### src/rtl/mips_pkg.sv
// Shared definitions for the MIPS fetch-stage PC sequencer: state encoding
// and default sequencing constants.
package mips_pkg;

    localparam logic [2:0] ST_IDLE      = 3'd0;
    localparam logic [2:0] ST_RUN       = 3'd1;
    localparam logic [2:0] ST_STEP_WAIT = 3'd2;
    localparam logic [2:0] ST_STEP_EXEC = 3'd3;
    localparam logic [2:0] ST_DRAIN     = 3'd4;
    localparam logic [2:0] ST_HALTED    = 3'd5;

    typedef enum logic [2:0] {
        S_IDLE      = ST_IDLE,
        S_RUN       = ST_RUN,
        S_STEP_WAIT = ST_STEP_WAIT,
        S_STEP_EXEC = ST_STEP_EXEC,
        S_DRAIN     = ST_DRAIN,
        S_HALTED    = ST_HALTED
    } seq_state_e;

    localparam int PC_INC_DEF       = 4;
    localparam int DRAIN_CYCLES_DEF = 4;

endpackage

### src/rtl/pc_sequencer_step_edge_detect.sv
// Turns the debug unit's level step request into a one-cycle pulse on its
// rising edge, so a held-high request yields a single step.
module step_edge_detect (
    input  logic i_clk,
    input  logic i_rst,
    input  logic i_step,
    output logic o_pulse
);

    logic step_q;

    always_ff @(negedge i_clk) begin
        if (!i_rst) begin
            step_q <= 1'b0;
        end else begin
            step_q <= i_step;
        end
    end

    assign o_pulse = i_step & ~step_q;

endmodule

### src/rtl/pc_sequencer.sv
// Next-PC controller for the fetch stage: run/step/halt sequencing, pipeline
// drain after HALT, redirect/stall PC selection and an executed-cycle counter.
module pc_sequencer
    import mips_pkg::*;
#(
    parameter int LEN          = 32,
    parameter int PC_INC       = PC_INC_DEF,
    parameter int DRAIN_CYCLES = DRAIN_CYCLES_DEF,
    parameter int CNT_LEN      = 32
) (
    input  logic               i_clk,
    input  logic               i_rst,
    input  logic               i_start,
    input  logic               i_mode,
    input  logic               i_step,
    input  logic [LEN-1:0]     i_pc,
    input  logic               i_jump,
    input  logic [LEN-1:0]     i_jump_target,
    input  logic               i_branch_taken,
    input  logic [LEN-1:0]     i_branch_target,
    input  logic               i_stall,
    input  logic               i_halt_instr,
    output logic [LEN-1:0]     o_next_pc,
    output logic               o_run,
    output logic               o_flush,
    output logic               o_halted,
    output logic [CNT_LEN-1:0] o_cycles
);

    localparam int DCW = (DRAIN_CYCLES > 1) ? $clog2(DRAIN_CYCLES) : 1;

    seq_state_e         state_q;
    logic [DCW-1:0]     drain_q;
    logic [CNT_LEN-1:0] cycles_q;
    logic               step_pulse;

    step_edge_detect u_step_edge (
        .i_clk   (i_clk),
        .i_rst   (i_rst),
        .i_step  (i_step),
        .o_pulse (step_pulse)
    );

    // Outputs are forced quiet while reset is held, independent of the state register.
    assign o_run    = i_rst & ((state_q == S_RUN) | (state_q == S_STEP_EXEC) |
                               (state_q == S_DRAIN));
    assign o_halted = i_rst & (state_q == S_HALTED);
    assign o_cycles = cycles_q;

    always_ff @(negedge i_clk) begin
        if (!i_rst) begin
            state_q  <= S_IDLE;
            drain_q  <= '0;
            cycles_q <= '0;
        end else begin
            if (o_run && (cycles_q != '1)) begin
                cycles_q <= cycles_q + CNT_LEN'(1);
            end
            case (state_q)
                S_IDLE: begin
                    if (i_start) begin
                        state_q <= i_mode ? S_STEP_WAIT : S_RUN;
                    end
                end
                S_RUN: begin
                    if (i_halt_instr) begin
                        state_q <= S_DRAIN;
                        drain_q <= DCW'(DRAIN_CYCLES - 1);
                    end
                end
                S_STEP_WAIT: begin
                    if (step_pulse) begin
                        state_q <= S_STEP_EXEC;
                    end
                end
                S_STEP_EXEC: begin
                    if (i_halt_instr) begin
                        state_q <= S_DRAIN;
                        drain_q <= DCW'(DRAIN_CYCLES - 1);
                    end else begin
                        state_q <= S_STEP_WAIT;
                    end
                end
                S_DRAIN: begin
                    if (drain_q == '0) begin
                        state_q <= S_HALTED;
                    end else begin
                        drain_q <= drain_q - DCW'(1);
                    end
                end
                S_HALTED: begin
                    state_q <= S_HALTED;
                end
                default: begin
                    state_q <= S_IDLE;
                end
            endcase
        end
    end

    // Branch resolves in EX and is older than a jump decoded in ID, so it wins.
    always_comb begin
        o_next_pc = i_pc;
        o_flush   = 1'b0;
        if (!i_rst) begin
            o_next_pc = '0;
        end else if (o_run) begin
            if (i_branch_taken) begin
                o_next_pc = i_branch_target;
                o_flush   = 1'b1;
            end else if (i_jump) begin
                o_next_pc = i_jump_target;
                o_flush   = 1'b1;
            end else if (i_stall) begin
                o_next_pc = i_pc;
            end else begin
                o_next_pc = i_pc + LEN'(PC_INC);
            end
        end
    end

endmodule

### config.mk
export PLATFORM = sky130hd
export DESIGN_NAME = pc_sequencer
export DESIGN_NICKNAME = d
export VERILOG_FILES = /design/src/rtl/mips_pkg.sv /design/src/rtl/pc_sequencer_step_edge_detect.sv /design/src/rtl/pc_sequencer.sv
export SDC_FILE = /design/constraint.sdc
export NUM_CORES = 1
export LEC_CHECK = 0
export BUFFER_PORTS_ARGS = -buffer_cell sky130_fd_sc_hd__buf_2
export CAP_MARGIN = 20
export CORE_MARGIN = 2
export CORE_UTILIZATION = 50
export DETAILED_ROUTE_END_ITERATION = 7
export HOLD_SLACK_MARGIN = 0.02
export MAX_ROUTING_LAYER = met4
export PLACE_DENSITY = 0.82
export SYNTH_ARGS = -nofsm -noshare
export SYNTH_HDL_FRONTEND = slang
export SYNTH_SLANG_ARGS = --single-unit
### constraint.sdc
create_clock -name i_clk -period 5.15 [get_ports i_clk]
set_input_delay 0.7725 -clock i_clk [delete_from_list [all_inputs] [get_ports i_clk]]
set_output_delay 0.7725 -clock i_clk [all_outputs]
set_load 0.01 [all_outputs]
# Word-level counts from Yosys, hierarchy flattened
# Index checks and enable logic that the tools add are counted.
# W data, S select, Z words.
# word_totals
output_inout_bits	67
register_bits	38
word_cells	51
in_bits	105
# op_classes
n_eq_ne	12
n_bitwise	6
n_addsub	3
n_mux	19
reduce_logical	7
# ops
cell	count
$mux W32	5
$add A32 B1 Y32 const B	1
$add A32 B3 Y32 const B	1
$ne A32 B32 Y1 const B	1
$pmux W3 S6	1
$mux W3	5
$ne A2 B2 Y1 const B	4
$eq A3 B2 Y1 const B	2
$eq A3 B3 Y1 const B	2
$mux W2	3
$mux W1	4
$ne A2 B1 Y1 const B	2
$pmux W2 S2	1
$reduce_and A4 Y1	1
$and A1 B1 Y1	3
$eq A3 B1 Y1 const B	1
$logic_not A3 Y1	1
$reduce_and A3 Y1	1
$logic_not A2 Y1	1
$or A1 B1 Y1	2
$reduce_bool A2 Y1	1
$reduce_or A2 Y1	1
$sub A2 B1 Y2 const B	1
$logic_and A1 B1 Y1	1
$not A1 Y1	1

# Longest topological paths before layout
# Gate-level depths: netlist of run 1.
# depth
depth_word	6
mapped_depth	8
ltp_nobuf	6

# By module
# Synthesis of run 1 repeated with hierarchy kept, for this count alone.
# unflattened
hier_cells	521
hier_area_um2	3590.9
# modules_own_cells
module	n_inst	cells_per_inst	seq_area_each_um2	area_each_um2
pc_sequencer	1	517	740.7	3547.2
step_edge_detect	1	4	20.0	43.8

==> flow_metrics.tcl, run 1 <==
set metrics [dict create \
    outcome "finished with violations" \
    violations "negative setup slack" \
    finalSetupViolations 32 \
    avgSynthCellArea_sq_um 7.12 \
    routedWlPerCell_microns 16.7 \
    syn_to_final_growth_pct 44.5 \
    cp.arrival_ps 4580 \
    hold_path.class "reg2reg" \
    synth_area_leaders "dfxtp_1 22%, nand2_1 4.6%, o31ai_1 4.5%" \
    synth.top_cell.area_share_pct 21.6 \
    synth_top_area_cell "dfxtp_1" \
    pwr_density_cell_nw_per_um2 217 \
    r2r_setup_slack_ps 2590 \
    place_area_sq_um 4490 \
    crit_start "state_q[2]$_SDFFE_NN0P_" \
    cp.required_ps 4380 \
    worstReg2RegStart "state_q[1]$_SDFFE_NN0P_" \
    synthTopCellsByCount "43 x nand2_1, 39 x nor2_1, 38 x dfxtp_1" \
    skew_ps 30.3 \
    path_class "reg2out" \
    start_util_pct 51.8 \
    relSlewSlack_pct 32.6 \
    htreeDepth 2 \
    ir_worst_vdd_mv 0.123 \
    rows 30 \
    worst_pin_slew_ps 1010 \
    num_antenna_cells 0 \
    drive_gt1_share_pct 35.6 \
    via_per_inst 6.33 \
    grt_max_degree 35 \
    yosysUniqueCellTypes 66 \
    drv_cap 0 \
    clk_latency_ps 380 \
    vias 5107 \
    end_kind "output port" \
    cts_buffers 5 \
    drt_iter0_markers 405 \
    synth_flop_cell "dfxtp_1" \
    whs_ps 488 \
    cts_tree "yes" \
    clockRootBuffer "clkbuf_8" \
    start_kind "register" \
    ioPinCount 172 \
    fp.dieW_microns 87.9 \
    clk_pin_slew_worst_paths_ps 50 \
    grt_pass1_vias 4450 \
    synth_warnings 0 \
    track_usage_pct 33.0 \
    ant_nets 0 \
    final_cell_area_sq_um 5080 \
    core_sq_um 6790 \
    clock_path_buffers 2 \
    drv_slew 0 \
    ys_seq_area_share_pct 21.6 \
    cts_sinks 38 \
    grt_first_pass_wirelength_mm 20.0 \
    grt_setup_unrepaired "yes" \
    postSynth.asyncResetShare_pct 0 \
    synth_seq_cells 38 \
    portBuffers 171 \
    die_h_microns 87.9 \
    wirelength_mm 13.5 \
    synth_edf_count 0 \
    overflow 0 \
    leakage_uw 0.00222 \
    die_area_sq_um 7720 \
    antenna_found_initial 0 \
    hpwl_mm 9.48 \
    setup_slack_ps -206 \
    syn-num-nets 602 \
    syn_inst 494 \
    firstDrtPassIters 5 \
    drc 0 \
    layout.nets 818 \
    yosysMostFrequentCell "nand2_1" \
    gp_congestion 0.899 \
    hp-start "drain_q[0]$_SDFFE_NN0P_" \
    cp_max_fo 9 \
    hold_viol 0 \
    netlist_area_sq_um 3520 \
]
==> stage by stage <==
stage          cells  setup WS, ps  utilization, %  TNS (ps)  total power, uW
6_report         807          -206            74.8     -3660             1100
5_1_grt          807          -243            74.8     -5290             1170
4_1_cts          801          -128            72.4     -1870             1060
3_5_place_dp     744          37.0            66.1         0              687
3_3_place_gp     744          82.6            66.1         0              682
2_1_floorplan    494          3.90               -         0              545
==> final timing paths <==
kind                                             endpoint  cells past startpoint
worst max-delay path                        o_next_pc[15]                      7
worst min-delay path              drain_q[0]$_SDFFE_NN0P_                      1
worst max register to register  o_cycles[24]$_SDFFE_NN0P_                      7
worst min register to register    drain_q[0]$_SDFFE_NN0P_                      1
==> layout by cell type (no fill, tap or decap), types with 5 or more instances in the layout <==
cell type / n
nor4_1: 12
nand2_1: 41
o41ai_1: 6
or4_1: 9
or3_1: 14
o21ai_0: 26
mux2i_1: 10
and3_1: 5
buf_2: 169
dfxtp_1: 35
a22o_1: 12
inv_1: 53
o22ai_1: 24
xor2_1: 6
nor2_1: 33
a211oi_2: 5
nand3_1: 27
buf_4: 25
clkbuf_8: 5
nand2b_1: 7
o31ai_1: 17
buf_6: 9
nor3_1: 20
a21oi_1: 27
nand4_1: 8
o211ai_1: 6
==> layer usage <==
metal	up-vias	track usage, %	routed length (microns)
met3	70	6.31	1310
met5	-	-	0
met1	2310	39.0	5090
li1	2358	-	-
met2	369	53.9	6510
met4	0	15.7	566
==> timing repair <==
action | CTS | global route
setup buffers | 11 | 4
endpoints found under the setup margin | 32 | 32
hold buffers | 0 | 0
cloned | 1 | 1
pin swaps | 3 | 6
resized for setup | 27 | 23
==> sequential cells by signal, summed over array words and instances (netlist names) <==
register	count
u_step_edge.step_q	1
o_cycles	32
drain_q	2
state_q	3
==> report_power, final <==
group	leakage, uW	internal, uW	total [uW]	switching [uW]
Combinational	0.00165	189	404	215
Clock	0.000257	183	386	203
Sequential	0.000309	303	312	8.66
Total	0.00222	675	1100	427
==> final cells by class <==
class                           instances  area (sq um)
Fill cell                             532          1710
Clock inverter                         41           186
Clock buffer                            5          68.8
Sequential cell                        38           772
Tap cell                               96           120
Timing Repair Buffer                  205          1170
Inverter                               17          63.8
Multi-Input combinational cell        405          2700
==> cell families after synthesis <==
| group | Yosys count | synth area share, % |
|---|---|---|
| buffers and inverters | 53 | 6.54 |
| multiplexers | 11 | 3.17 |
| adder cells (fa/ha/maj) | 3 | 1.07 |
| AND/OR/NAND/NOR | 207 | 31.0 |
| AO/OA/AOI/OAI | 175 | 34.9 |
| flip-flops | 38 | 21.6 |
| XOR/XNOR | 7 | 1.74 |
==> critical path: stages (launching register included) <==
cell      delay, ps
dfxtp_4         350
nor3b_4         160
buf_6           120
nor2_1          210
buf_4           240
nand2_1          80
a221oi_2        300
buf_2           190
No activity file was read; power rests on OpenSTA's default activity.
==> run 2: changes to the inputs <==
--- a/config.mk
+++ b/config.mk
@@ -8,11 +8,11 @@
 export BUFFER_PORTS_ARGS = -buffer_cell sky130_fd_sc_hd__buf_2
 export CAP_MARGIN = 20
 export CORE_MARGIN = 2
-export CORE_UTILIZATION = 50
+export CORE_UTILIZATION = 51
 export DETAILED_ROUTE_END_ITERATION = 7
 export HOLD_SLACK_MARGIN = 0.02
 export MAX_ROUTING_LAYER = met4
-export PLACE_DENSITY = 0.82
+export PLACE_DENSITY = 0.87
 export SYNTH_ARGS = -nofsm -noshare
 export SYNTH_HDL_FRONTEND = slang
 export SYNTH_SLANG_ARGS = --single-unit
==> run 2 against run 1 <==
The run still ends with negative setup slack left. Critical path type unchanged. Combinational power grew 17%. Hold slack better by 9.5 ps. Clock power is essentially flat. Critical path depth increased by 1. Global-route usage increased by 2.5 points. Sequential share of layout area down 0.98 points. Register-to-register slack gained 170 ps. Highest routed layer unchanged. Via count is 3.1% higher. Non-clock buffer count up 9.
==> flow_metrics.tcl, run 2 (same netlist as run 1, synthesis figures left out) <==
set metrics [dict create \
    pwr_density_cell_nw_per_um2 216 \
    cp.required_ps 4380 \
    drt_iter0_markers 429 \
    violations "negative setup slack" \
    cp_max_fo 7 \
    place_ws_ps 9.49 \
    cp.arrival_ps 4620 \
    clk_latency_ps 390 \
    start_util_pct 52.4 \
    cts_buffers 5 \
    via_per_inst 6.57 \
    gp_congestion 0.978 \
    setup_slack_ps -243 \
    die_h_microns 87.1 \
    drc 0 \
    hpwl_mm 9.08 \
    routedWlPerCell_microns 18.5 \
    ioPinCount 172 \
    portBuffers 171 \
    final_cell_area_sq_um 5410 \
    skew_ps 26.4 \
    finalSetupViolations 31 \
    grt_max_degree 35 \
    syn_to_final_growth_pct 53.7 \
    grt_first_pass_wirelength_mm 21.1 \
    layout.nets 827 \
    clk_pin_slew_worst_paths_ps 40 \
    start_kind "register" \
    antenna_found_initial 0 \
    place_area_sq_um 4480 \
    nFillCells 451 \
    rows 30 \
    leakage_uw 0.00232 \
    hold_path.class "reg2reg" \
    htreeDepth 2 \
    hold_viol 0 \
    place_inst 729 \
    fp.dieW_microns 87.1 \
    track_usage_pct 35.5 \
    drive_gt1_share_pct 39.0 \
    die_area_sq_um 7580 \
    ir_worst_vdd_mv 0.105 \
    vias 5265 \
    clock_path_buffers 2 \
    firstDrtPassIters 6 \
    end_kind "output port" \
    overflow 0 \
    final_common_cell "buf_2" \
    wirelength_mm 14.8 \
    cts_tree "yes" \
    outcome "finished with violations" \
    worst_pin_slew_ps 1160 \
    worstReg2RegStart "state_q[2]$_SDFFE_NN0P_" \
    largest_reg_flops 32 \
    drv_slew 0 \
    ant_nets 0 \
    clockRootBuffer "clkbuf_8" \
    grt_pass1_vias 4620 \
    crit_end "o_next_pc[27]" \
    rr_endpoint "o_cycles[28]$_SDFFE_NN0P_" \
    drv_cap 0 \
    ff2ff_path_depth 6 \
    path_class "reg2out" \
    grt_setup_unrepaired "yes" \
    relSlewSlack_pct 22.6 \
    hp-start "o_cycles[11]$_SDFFE_NN0P_" \
    final_cell_mix "168 x buf_2, 53 x inv_1, 39 x nand2_1" \
    core_sq_um 6720 \
    cts_sinks 38 \
    r2r_setup_slack_ps 2760 \
    instances_no_fill 801 \
    crit_start "state_q[2]$_SDFFE_NN0P_" \
]
[run 2: cell types whose count changed in the layout (fill, tap and decap cells not counted), sizes merged]
cell,change
buf,+9
clkinv,+1
diode,+1
inv,-1
nand2,+1
nor2,-1
[run 2: worst min path at each step]
stage                           endpoint  slack [ps]  cells past startpoint
3_5_place_dp     drain_q[0]$_SDFFE_NN0P_         470                      1
3_3_place_gp     drain_q[0]$_SDFFE_NN0P_         460                      1
2_1_floorplan    drain_q[0]$_SDFFE_NN0P_         440                      1
6_report       o_cycles[11]$_SDFFE_NN0P_         500                      2
5_1_grt         o_cycles[6]$_SDFFE_NN0P_         520                      2
4_1_cts        o_cycles[11]$_SDFFE_NN0P_         490                      2
[run 2: through the flow]
stage          utilization, %  setup TNS (ps)  total power (uW)  hold slack, ps
2_1_floorplan               -               0               545             443
5_1_grt                  80.4           -6610              1220             522
3_3_place_gp             66.7               0               682             457
4_1_cts                  75.9           -3600              1100             495
6_report                 80.5           -5180              1170             498
3_5_place_dp             66.7               0               692             471
[run 2: power by group]
group	switching (uW)	leakage [uW]	internal, uW
Sequential	7.72	0.000308	303
Clock	204	0.000257	183
Combinational	253	0.00175	220
Total	465	0.00232	706
[run 2: cell type report]
| cell class | instances | area [sq um] | share of cell area, % |
|---|---|---|---|
| clock inverters | 41 | 186 | 3.45 |
| flip-flops and latches | 38 | 768 | 14.2 |
| multi-input cells | 405 | 2910 | 53.8 |
| inverters | 17 | 76.3 | 1.41 |
| diodes | 1 | 2.50 | 0.0463 |
| well taps | 80 | 100 | 1.85 |
| repair buffers | 214 | 1300 | 24.0 |
| clock buffers | 5 | 68.8 | 1.27 |
[run 2: repair_timing]
action / in CTS / in global routing
pin swaps: 31 / 26
buffers inserted: 12 / 12
gates cloned: 3 / 0
resized for setup: 60 / 45
hold buffers: 0 / 0
setup endpoints to repair: 33 / 32
[run 2: metal layers]
metal,global-route usage [%],up-vias,part of all wire [%]
li1,-,2373,-
met1,40.5,2432,37
met2,59.9,367,49
met3,5.59,93,8.2
met4,18.3,0,5.7
met5,-,-,0
[run 2: critical path: stages (launching register included)]
cell and delay [ps]:
dfxtp_4 360, nor3b_4 240, buf_6 150, o21ai_4 60, buf_12 170, buf_8 140, nor3_1 210, a221o_1 190
buf_2 150
==> run 3: changes to the inputs <==
--- a/config.mk
+++ b/config.mk
@@ -7,12 +7,14 @@
 export LEC_CHECK = 0
 export BUFFER_PORTS_ARGS = -buffer_cell sky130_fd_sc_hd__buf_2
 export CAP_MARGIN = 20
+export CELL_PAD_IN_SITES_DETAIL_PLACEMENT = 0
+export CELL_PAD_IN_SITES_GLOBAL_PLACEMENT = 1
 export CORE_MARGIN = 2
-export CORE_UTILIZATION = 51
+export CORE_UTILIZATION = 34
 export DETAILED_ROUTE_END_ITERATION = 7
 export HOLD_SLACK_MARGIN = 0.02
 export MAX_ROUTING_LAYER = met4
-export PLACE_DENSITY = 0.87
+export PLACE_DENSITY = 0.85
 export SYNTH_ARGS = -nofsm -noshare
 export SYNTH_HDL_FRONTEND = slang
 export SYNTH_SLANG_ARGS = --single-unit
==> run 3 against run 2 <==
The run still ends with negative setup slack left. Die area grew 47%. Non-clock buffer count is 5 lower. Cell count rose by 6.0%. Largest cell class unchanged. Wire length fell by 7.7%. Sequential share of layout area about the same. Global-route usage fell by 11 points. Sequential cell count is the same. Critical path depth did not move.
==> flow_metrics.tcl, run 3 (same netlist as run 1, synthesis figures left out) <==
set metrics [dict create \
    seqPwrFrac_pct 26.3 \
    skew_ps 15.0 \
    ant_nets 0 \
    layout.nets 820 \
    clock_path_buffers 2 \
    place_ws_ps -0.0906 \
    ioPinCount 172 \
    antenna_found_initial 0 \
    cpPeakStageDelay_ps 340 \
    end_kind "output port" \
    overflow 0 \
    grt_first_pass_wirelength_mm 21.8 \
    drive_gt1_share_pct 38.3 \
    path_cells "buf_6 > nor2b_4 > o21ai_4 > buf_12 > buf_12 > nor2_4 > a221o_1 > buf_2" \
    cts_tree "yes" \
    routedWlPerCell_microns 16.1 \
    finalSetupViolations 26 \
    die_h_microns 106 \
    final_util_pct 53.2 \
    portBuffers 171 \
    grt_pass1_vias 4648 \
    relSlewSlack_pct 31.0 \
    p_sw_uw 426 \
    drv_cap 0 \
    use_met2_pct 40.5 \
    cp_max_fo 8 \
    clk_latency_ps 360 \
    use_met3_pct 4.08 \
    drc 0 \
    start_util_pct 34.5 \
    fp.dieW_microns 106 \
    ff2ff_path_depth 6 \
    outcome "finished with violations" \
    vias 4910 \
    num_antenna_cells 0 \
    clk_pin_slew_worst_paths_ps 30 \
    leakage_uw 0.00233 \
    pwr_density_cell_nw_per_um2 218 \
    setup_tns_ps -1970 \
    clkPwrFrac_pct 35.6 \
    core_sq_um 10200 \
    rows 37 \
    hpwl_mm 9.67 \
    largest_reg_flops 32 \
    clockRootBuffer "clkbuf_8" \
    ir_worst_vdd_mv 0.145 \
    final_cell_mix "170 x buf_2, 53 x inv_1, 41 x nand2_1" \
    cts_sinks 38 \
    sw_frac_of_total_pct 36.0 \
    top_usage_layer "met2" \
    cts_buffers 5 \
    comb_power_share_pct 38.1 \
    via_per_inst 5.78 \
    hold_viol 0 \
    htreeDepth 2 \
    track_usage_pct 24.3 \
    wirelength_mm 13.7 \
    internal_power_uw 756 \
    cp.required_ps 4380 \
    violations "negative setup slack" \
    nFillCells 1041 \
    grt_setup_unrepaired "yes" \
    die_area_sq_um 11200 \
    drt_iter0_markers 237 \
    hold_buffers 0 \
    cp_common_cell "buf_12" \
    syn_to_final_growth_pct 54.0 \
    firstDrtPassIters 5 \
    final_common_cell "buf_2" \
    hold_path.class "reg2reg" \
    grt_max_degree 35 \
    drv_slew 0 \
    path_class "reg2out" \
    cp.arrival_ps 4530 \
    worst_pin_slew_ps 1030 \
    start_kind "register" \
    gp_congestion 0.871 \
    holdPathStages 1 \
    cpMaxStageDelayCell "dfxtp_2" \
    setup_slack_ps -153 \
    grtUsageMet1_pct 30.0 \
]
[run 3: worst paths after layout]
path	slack (ps)	end	start
worst max-delay path	-150	o_next_pc[29]	state_q[2]$_SDFFE_NN0P_
worst min-delay path	470	drain_q[0]$_SDFFE_NN0P_	drain_q[0]$_SDFFE_NN0P_
worst max register to register	2730	o_cycles[28]$_SDFFE_NN0P_	state_q[1]$_SDFFE_NN0P_
worst min register to register	470	drain_q[0]$_SDFFE_NN0P_	drain_q[0]$_SDFFE_NN0P_
[run 3: area by class of cell]
cell class | instances | area, sq um | share of cell area, %
Clock buffer | 5 | 68.8 | 1.27
Clock inverter | 41 | 209 | 3.86
Inverter | 17 | 63.8 | 1.18
Multi-Input combinational cell | 403 | 2820 | 52.0
Sequential cell | 38 | 769 | 14.2
Tap cell | 136 | 170 | 3.14
Timing Repair Buffer | 209 | 1320 | 24.4
[run 3: stage by stage]
step / hold WS, ps / instances / area, sq um / power (uW)
after CTS: 468 / 843 / 5120 / 1150
after floorplan: 443 / 494 / 3520 / 545
after global placement: 458 / 783 / 4540 / 687
after detailed placement: 460 / 783 / 4540 / 690
final: 467 / 849 / 5420 / 1180
after global routing: 496 / 849 / 5420 / 1270
[run 3: power groups by stage]
| stage | Clock (uW) | Sequential, uW | Combinational [uW] |
|---|---|---|---|
| floorplan | 46.2 | 313 | 186 |
| global placement | 46.2 | 313 | 328 |
| detailed placement | 46.2 | 314 | 330 |
| CTS | 438 | 310 | 398 |
| global route | 472 | 311 | 485 |
| finish | 422 | 311 | 450 |
[run 3: repair_timing]
action / in CTS / in global routing
setup endpoints to repair: 32 / 34
buffers inserted: 12 / 4
gates resized for setup: 39 / 46
cloned: 3 / 1
pin swaps: 20 / 26
[run 3: worst max-delay path: cells and delay by family (launching register included)]
family	cells	cell delay [ps]
AO/OA/AOI/OAI	2	590
buffers and inverters	4	580
flip-flops	1	340
AND/OR/NAND/NOR	2	80
[run 3: layer usage]
layer	share of wire (%)	wire length, microns
met3	5.6	763
met4	1.5	210
met2	49	6720
met1	44	5990
met5	0	0
